### src/rtl/tl_ul_pkg.sv
// ---------------------------------------------------------------------------
// tl_ul_pkg: shared TileLink-UL opcodes, D-channel layout and responder states
// Rev 1.0
// ---------------------------------------------------------------------------
`default_nettype none

package tl_ul_pkg;

  localparam logic [2:0] PUT_FULL    = 3'd0;
  localparam logic [2:0] PUT_PARTIAL = 3'd1;
  localparam logic [2:0] GET         = 3'd4;
  localparam logic [2:0] ACK         = 3'd0;
  localparam logic [2:0] ACK_DATA    = 3'd1;

  localparam int D_W          = 43;
  localparam int D_DATA_LSB   = 0;
  localparam int D_DATA_W     = 32;
  localparam int D_OPCODE_LSB = 32;
  localparam int D_PARAM_LSB  = 35;
  localparam int D_SIZE_LSB   = 37;
  localparam int D_SOURCE_LSB = 39;
  localparam int D_SOURCE_W   = 3;
  localparam int D_ERROR_BIT  = 42;

  localparam logic [1:0] SIZE_WORD = 2'b10;

  typedef enum logic [1:0] {
    ST_IDLE   = 2'd0,
    ST_WAIT   = 2'd1,
    ST_ACCESS = 2'd2,
    ST_RESP   = 2'd3
  } state_e;

  function automatic logic [D_W-1:0] pack_d(
    input logic [D_DATA_W-1:0]   data,
    input logic [2:0]            opcode,
    input logic [D_SOURCE_W-1:0] source,
    input logic                  error
  );
    logic [D_W-1:0] d;
    d = '0;
    d[D_DATA_LSB +: D_DATA_W]     = data;
    d[D_OPCODE_LSB +: 3]          = opcode;
    d[D_PARAM_LSB +: 2]           = 2'b00;
    d[D_SIZE_LSB +: 2]            = SIZE_WORD;
    d[D_SOURCE_LSB +: D_SOURCE_W] = source;
    d[D_ERROR_BIT]                = error;
    return d;
  endfunction

endpackage

`default_nettype wire

### src/rtl/tl_ul_mem_array.sv
// ---------------------------------------------------------------------------
// tl_ul_mem_array: DEPTH x 32 register array, byte-lane writes, combinational read
// Rev 1.0
// ---------------------------------------------------------------------------
`default_nettype none

module tl_ul_mem_array #(
  parameter int DEPTH = 64,
  parameter int AW    = $clog2(DEPTH)
) (
  input  logic          clk,
  input  logic          reset,
  input  logic [3:0]    we,
  input  logic [AW-1:0] waddr,
  input  logic [31:0]   wdata,
  input  logic [AW-1:0] raddr,
  output logic [31:0]   rdata
);

  logic [31:0] mem_q [DEPTH];
  logic [31:0] mem_d [DEPTH];

  always_comb begin
    mem_d = mem_q;
    for (int k = 0; k < 4; k++) begin
      if (we[k]) begin
        mem_d[waddr][8*k +: 8] = wdata[8*k +: 8];
      end
    end
  end

  always_ff @(posedge clk) begin
    if (reset) begin
      for (int j = 0; j < DEPTH; j++) begin
        mem_q[j] <= '0;
      end
    end else begin
      mem_q <= mem_d;
    end
  end

  assign rdata = mem_q[raddr];

endmodule

`default_nettype wire

### src/rtl/tl_ul_datamem_slave.sv
// ---------------------------------------------------------------------------
// tl_ul_datamem_slave: single-outstanding TileLink-UL responder over a data memory
// Rev 1.0
// ---------------------------------------------------------------------------
`default_nettype none

module tl_ul_datamem_slave
  import tl_ul_pkg::*;
#(
  parameter int DEPTH    = 64,
  parameter int LATENCY  = 0,
  parameter int SOURCE_W = 3
) (
  input  logic                clk,
  input  logic                reset,
  input  logic                a_valid,
  output logic                a_ready,
  input  logic [2:0]          a_opcode,
  input  logic [31:0]         a_address,
  input  logic [3:0]          a_mask,
  input  logic [31:0]         a_data,
  input  logic [SOURCE_W-1:0] a_source,
  output logic                d_valid,
  input  logic                d_ready,
  output logic [D_W-1:0]      d_channel
);

  localparam int          AW         = $clog2(DEPTH);
  localparam logic [3:0]  LAT_LAST   = 4'((LATENCY > 0) ? LATENCY - 1 : 0);
  localparam logic [31:0] ADDR_LIMIT = 32'(4 * DEPTH);

  state_e                state_q, state_d;
  logic [3:0]            cnt_q, cnt_d;
  logic [2:0]            opcode_q, opcode_d;
  logic [31:0]           addr_q, addr_d;
  logic [3:0]            mask_q, mask_d;
  logic [31:0]           data_q, data_d;
  logic [SOURCE_W-1:0]   source_q, source_d;
  logic [D_W-1:0]        d_channel_q, d_channel_d;

  logic                  req_err;
  logic [AW-1:0]         word_idx;
  logic [2:0]            src3;
  logic [3:0]            mem_we;
  logic [31:0]           mem_rdata;
  logic [D_W-1:0]        resp;

  generate
    if (SOURCE_W >= D_SOURCE_W) begin : g_src_trunc
      assign src3 = source_q[D_SOURCE_W-1:0];
    end else begin : g_src_ext
      assign src3 = {{(D_SOURCE_W-SOURCE_W){1'b0}}, source_q};
    end
  endgenerate

  assign word_idx = addr_q[AW+1:2];

  always_comb begin
    req_err = (addr_q[1:0] != 2'b00) || (addr_q >= ADDR_LIMIT) ||
              !((opcode_q == PUT_FULL) || (opcode_q == PUT_PARTIAL) || (opcode_q == GET));

    if (req_err) begin
      resp = pack_d('0, (opcode_q == GET) ? ACK_DATA : ACK, src3, 1'b1);
    end else if (opcode_q == GET) begin
      resp = pack_d(mem_rdata, ACK_DATA, src3, 1'b0);
    end else begin
      resp = pack_d('0, ACK, src3, 1'b0);
    end
  end

  always_comb begin
    state_d     = state_q;
    cnt_d       = cnt_q;
    opcode_d    = opcode_q;
    addr_d      = addr_q;
    mask_d      = mask_q;
    data_d      = data_q;
    source_d    = source_q;
    d_channel_d = d_channel_q;
    mem_we      = 4'b0000;

    case (state_q)
      ST_IDLE: begin
        if (a_valid) begin
          opcode_d = a_opcode;
          addr_d   = a_address;
          mask_d   = a_mask;
          data_d   = a_data;
          source_d = a_source;
          cnt_d    = 4'd0;
          state_d  = (LATENCY > 0) ? ST_WAIT : ST_ACCESS;
        end
      end
      ST_WAIT: begin
        if (cnt_q == LAT_LAST) begin
          cnt_d   = 4'd0;
          state_d = ST_ACCESS;
        end else begin
          cnt_d = cnt_q + 4'd1;
        end
      end
      ST_ACCESS: begin
        // Write and response capture share the same edge; read sees pre-write data.
        if (!req_err) begin
          if (opcode_q == PUT_FULL) begin
            mem_we = 4'b1111;
          end else if (opcode_q == PUT_PARTIAL) begin
            mem_we = mask_q;
          end
        end
        d_channel_d = resp;
        state_d     = ST_RESP;
      end
      ST_RESP: begin
        if (d_ready) begin
          state_d = ST_IDLE;
        end
      end
      default: state_d = ST_IDLE;
    endcase
  end

  always_ff @(posedge clk) begin
    if (reset) begin
      state_q     <= ST_IDLE;
      cnt_q       <= 4'd0;
      opcode_q    <= 3'd0;
      addr_q      <= 32'd0;
      mask_q      <= 4'd0;
      data_q      <= 32'd0;
      source_q    <= '0;
      d_channel_q <= '0;
    end else begin
      state_q     <= state_d;
      cnt_q       <= cnt_d;
      opcode_q    <= opcode_d;
      addr_q      <= addr_d;
      mask_q      <= mask_d;
      data_q      <= data_d;
      source_q    <= source_d;
      d_channel_q <= d_channel_d;
    end
  end

  tl_ul_mem_array #(
    .DEPTH (DEPTH),
    .AW    (AW)
  ) u_mem (
    .clk   (clk),
    .reset (reset),
    .we    (mem_we),
    .waddr (word_idx),
    .wdata (data_q),
    .raddr (word_idx),
    .rdata (mem_rdata)
  );

  assign a_ready   = (state_q == ST_IDLE);
  assign d_valid   = (state_q == ST_RESP);
  assign d_channel = d_channel_q;

endmodule

`default_nettype wire

### config.mk
export PLATFORM = sky130hd
export DESIGN_NAME = tl_ul_datamem_slave
export DESIGN_NICKNAME = d
export VERILOG_FILES = /design/src/rtl/tl_ul_pkg.sv /design/src/rtl/tl_ul_mem_array.sv /design/src/rtl/tl_ul_datamem_slave.sv
export SDC_FILE = /design/constraint.sdc
export NUM_CORES = 2
export LEC_CHECK = 0
export CORE_ASPECT_RATIO = 1.75
export CORE_UTILIZATION = 50
export DETAILED_ROUTE_END_ITERATION = 8
export GPL_ROUTABILITY_DRIVEN = 0
export PLACE_DENSITY = 0.71
export SYNTH_ARGS = -nofsm -noshare
export SYNTH_HDL_FRONTEND = slang
export SYNTH_SLANG_ARGS = --single-unit
### constraint.sdc
create_clock -name clk -period 2.79 [get_ports clk]
set_clock_uncertainty 0.15 [all_clocks]
set_input_delay 0.6975 -clock clk [delete_from_list [all_inputs] [get_ports clk]]
set_output_delay 0.6975 -clock clk [all_outputs]
set_load 0.02 [all_outputs]
## Word level (Yosys, flattened, before mapping)

Cells that the tools add are included.

- $add $sub $neg: 1
- Order comparisons: 3
- Equal/unequal tests: 8
- Multiplexer cells: 33
- Bitwise gates (word level): 1
- Reduce and logical (&&, ||, !) cells: 14

Operator list:

| kind | number |
|---|---|
| $bwmux 2048 | 4 |
| $mux 2048 | 4 |
| $demux 32 s6 | 4 |
| $bmux 32 s6 | 1 |
| $mux 32 | 3 |
| $mux 43 | 1 |
| $mux 33 | 1 |
| $ge 32x9->1 const B | 1 |
| $mux 24 | 1 |
| $mux 4 | 6 |
| $mux 16 | 1 |
| $mux 8 | 1 |
| $pmux 2 s4 | 1 |
| $pmux 4 s2 | 1 |
| $ge 7x7->1 const B | 1 |
| $lt 7x1->1 const B | 1 |
| $not 6->7 | 1 |
| $mux 2 | 3 |
| $add 4x1->4 const B | 1 |
| $eq 2x2->1 const B | 2 |
| $logic_not 4->1 | 1 |
| $logic_or 1x1->1 | 4 |
| $ne 2x2->1 const B | 2 |
| $reduce_and 2->1 | 2 |
| 11 further kinds | 12 |

- Flip-flop bits (word level): 2171

## Longest topological paths before layout

- Depth in word-level cells: 14
- Gate-level depth with buffers: 11
- Mapped depth without buffers: 7

## Modules after synthesis

From an unflattened synthesis, not the netlist that was laid out.

- Cells, all modules: 11285
- Area, all modules: 95088.7 um^2

Modules (own cells, without submodules):

| module | times used | cells an instance | area each (um^2) |
|---|---|---|---|
| tl_ul_mem_array | 1 | 10759 | 90635.7 |
| tl_ul_datamem_slave | 1 | 526 | 4453.0 |

## Worst setup path after synthesis

No wires, ideal clock.

- Path type: reg2reg
- From: register addr_q[3]
- To: register d_channel_q[10], in the netlist d_channel[10]
- Setup time: 120 ps
- Arrival: 1973 ps
- Data required time: 2520 ps
- Path slack: 547 ps
- Stages on the path, launching flop included: 9
- Buffers on the path: 4
- Path through: dfxtp_1 > buf_4 > buf_6 > buf_4 > buf_2 > mux4_2 > a222oi_1 > nand4_1 > o31a_1

- Longest elaborated chain between the ends: 6
- Elaborated cells between the ends (all ways): 9
- Those cells by class: order compare: 1; mux: 5; bitwise: 1; reduce/logical: 2

Ends and longest elaborated chain:

| what | line | RTL |
|---|---|---|
| start, declared | tl_ul_datamem_slave.sv:35 | `logic [31:0] addr_q, addr_d;` |
| start signal, assigned | tl_ul_datamem_slave.sv:137 | `addr_q <= addr_d;` |
| $not 6->7 (implied by the code) | tl_ul_mem_array.sv:42 | `assign rdata = mem_q[raddr];` |
| $bmux 32 s6 | tl_ul_mem_array.sv:42 |  |
| $mux 32 (implied by the code) (2 in a row) | tl_ul_mem_array.sv:42 |  |
| $mux 33 | tl_ul_datamem_slave.sv:64 | `end else if (opcode_q == GET) begin` |
| $mux 43 * | tl_ul_datamem_slave.sv:62 | `if (req_err) begin` |
| end signal, assigned | tl_ul_datamem_slave.sv:141 | `d_channel_q <= d_channel_d;` |
| end, declared | tl_ul_datamem_slave.sv:39 | `logic [D_W-1:0] d_channel_q, d_channel_d;` |

Every way passes the cells marked *; elsewhere a longest branch is shown, timed or not. The select of a mux whose other input is x is not followed.
A chain may end at the register's enable or synchronous reset.

## Worst setup path after layout

- From: register addr_q[4]
- To: register d_channel_q[5], in the netlist d_channel[5]

The elaborated chain is that of the path after synthesis.

==> results.md <==
* Max Slew Vio Count at 0
* Die height at approximately 590 um
* Met3 Usage GRT at under 10%
* Grt met1 use at 37.33%
* Total track usage at around 34%
* Crit-path cells: buf_12 -> buf_12 -> nor2_2 -> buf_4 -> buf_4 -> a22oi_1 -> a22oi_1 -> o22ai_1 -> nor3_1 -> buf_4 -> a31oi_1
* Tcrit/Tclk final at 101.9%
* DRT iter0 DRCs at between 8k and 9k
* IR drop worst, VDD at 525.2 uV
* Cells after synthesis at 9730
* Top cells by area, synth: dfxtp_1 45%, mux2i_1 25%, nor2_1 8.7%, nand3_4 4.5%, a221oi_1 2.6%
* First-pass GRT wire length at 505700 um
* Area leader, netlist: dfxtp_1
* Most used routing layer: met2
* Clk sink count at between 2k and 2.5k
* Dpl hpwl at 240900 um
* I/O pins at 123
* Synthesized cell area at 97420 um2
* Clock latency on the worst-skew pair at slightly below 900 ps
* Critical Path Most Common Cell: buf_4
* WL/cell at 27.61 um
* Seq/Total Area, Yosys at 44.51%
* Pre-CTS WS at -277.2 ps
* Nets at a little over 10k
* Grt ovf at 0
* Violated checks: negative setup slack
* Initial antenna violation count at 19
* DP Cell Count at 12.32k
* Top_reg_cell synth: dfxtp_1
* Pleak at 0.05467 uW
* Slew headroom at 37.93%
* Largest net degree at the start of global routing at 88
* Worst-path clk slew at about 70 ps
* Final core utilization at 58.69%
* Vias in the first global route at roughly 80k
* Status: complete, but fails checks
* Final Hold Viols at 0
* Max Cap Violations at 0
* RSZ-0062 raised after global routing: yes
* Area grow syn2layout at 16.79%
* Clock root cell: clkbuf_16
* YS warnings at 0
* Worst setup SP type: flop
* Die Wd at between 300 and 400 um
* Layout cells sized above 1 at about 16%
* CTS Buf Count at 194
* Fillers at roughly 16k
* Buf+Inv Stages, Crit Path at 5
* IO buf count at 117
* Commonest non-fill, non-tap cell in the layout: mux2i_1
* Post-synth ARST share at 0%
* Core area at ~190000 um2
* FP Rows at 214
* DRC viols at 0
* CP Max Fanout at 37
* PnR worst setup slack at -53.48 ps
* EDFF count, synth at 0
* CP endpoint kind: flop
* Drt first pass iters at 7
* Final setup fails at 22
* Fin cells at 12.73k
* CTS tree: yes
* Initial core utilization at 50.26%
* Met2 Use GR at 55.25%
* Highest cell delay on the worst timing path at 500 ps
* Yosys top cell area share at about 45%
* Most frequent cells in the layout: 2376 x mux2i_1, 2242 x nor2_1, 2118 x dfxtp_1, 564 x buf_4, 280 x a221oi_1
* ANT nets after route at 0
* Fmax achieved at roughly 350 MHz
* Worst hold path class: in2reg
* Dominant delay contributor by cell family on the critical path: buffers and inverters
* Worst path required time at 3430 ps
* Vias per cell at between 6 and 7
* CTS Hold Bufs at 0
* H-Tree Depth at 4
* Post-synth cell types at between 70 and 80
* Via count at 79.87k
* Die ar. at 196700 um2
* Clk buf depth at 4
* Critical Path AT at 3480 ps
* Crit-path slowest cell: dfxtp_4
* Min Tclk post-route at between 2000 and 3000 ps
* Slew @ Worst Pin at 931.0 ps
* Register bit count reported by yosys at 2166
* Total Wirelength at 351500 um
* Syn Area/Cell at 10.01 um2
* Power per Cell Area at 567.2 nW/um2
* WHS at 172.4 ps
* Crit Path Category: reg2reg
## sequential cells by signal (all words and copies together), names as in the netlist, 3 cells and up
register and flops:
u_mem.mem_q 2048, d_channel 38, addr_q 32, data_q 32, cnt_q 4, mask_q 4, opcode_q 3, source_q 3
## routing by layer
metal  up-vias  share of wire [%]
met2      4369                 46
met1     39170                 35
met3      1527                9.0
met4        10                 10
met5         -              0.020
li1      34790                  -
## cells in the mapped netlist (all sizes together) (3+ instances only)
cell type / count
o41a: 4
dfxtp: 2166
o2111ai: 7
nand3: 271
nor3: 8
o211ai: 12
a21oi: 219
nor4: 8
a211oi: 5
a2bb2oi: 3
mux2i: 2387
nand4: 14
o221ai: 7
clkbuf: 553
nand3b: 3
buf: 310
o31a: 20
a22o: 30
mux2: 104
a21o: 14
and2: 7
and3: 3
a22oi: 194
nand2b: 8
a221o: 48
o2bb2ai: 3
inv: 6
a31oi: 26
mux4: 63
o21a: 5
nor2b: 6
nand2: 262
a221oi: 288
o22a: 19
a311oi: 3
o22ai: 131
o21ai: 181
nor2: 2302
## stage by stage
step / area [um2] / total power, uW / TNS [ps]
floorplan: 97440 / 34580 / 0
global placement: 106000 / 37030 / -10990
detailed placement: 106000 / 37080 / -13750
CTS: 112600 / 64210 / -112.2
global route: 113800 / 65840 / -2882
finish: 113800 / 64540 / -348.7
## repair_timing
action                                 4_1_cts  5_1_grt
endpoints found under the hold margin        0        0
setup endpoints to repair                  269     1778
pin swaps                                    7       38
resized for setup                           65       86
gates cloned                                 3       19
setup buffers                               10       34
## final cells by class
| type | instances | area (um2) | area share [%] |
|---|---|---|---|
| multi-input cells | 6699 | 50360 | 44.26 |
| flip-flops and latches | 2166 | 43430 | 38.17 |
| repair buffers | 922 | 10280 | 9.037 |
| clock buffers | 287 | 5742 | 5.046 |
| well taps | 2592 | 3243 | 2.850 |
| clock inverters | 54 | 670.6 | 0.5894 |
| inverters | 6 | 32.53 | 0.02859 |
| diodes | 8 | 20.02 | 0.01759 |
## worst paths after layout
| kind | startpoint | end | slack, ps | cells past startpoint |
|---|---|---|---|---|
| setup / recovery | addr_q[4]$_SDFFE_PP0P_ | d_channel[5]$_SDFFE_PP0N_ | -50 | 11 |
| hold / removal | reset | u_mem.mem_q[169]$_SDFFE_PP0P_ | 170 | 2 |
| setup reg to reg | addr_q[4]$_SDFFE_PP0P_ | d_channel[5]$_SDFFE_PP0N_ | -50 | 11 |
| hold reg to reg | mask_q[3]$_SDFFE_PP0P_ | mask_q[3]$_SDFFE_PP0P_ | 300 | 2 |
## cell families after synthesis
logic type                 Yosys count  synth area share, %
DFF                               2166                44.51
and+or+nand+nor                   2906                15.16
AOI/OAI and AO/OA                 1232                8.913
adders and majority gates            2              0.02568
other                                1             0.003849
buffers and inverters              869                4.210
muxes                             2554                27.18
## where the power goes
group / leakage, uW / switching, uW / internal [uW]
Combinational: 0.0340 / 3740 / 1830
Clock: 0.00317 / 12100 / 15600
Sequential: 0.0175 / 261 / 31000
Total: 0.0547 / 16100 / 48400
Power figures use the tool's default switching activity.
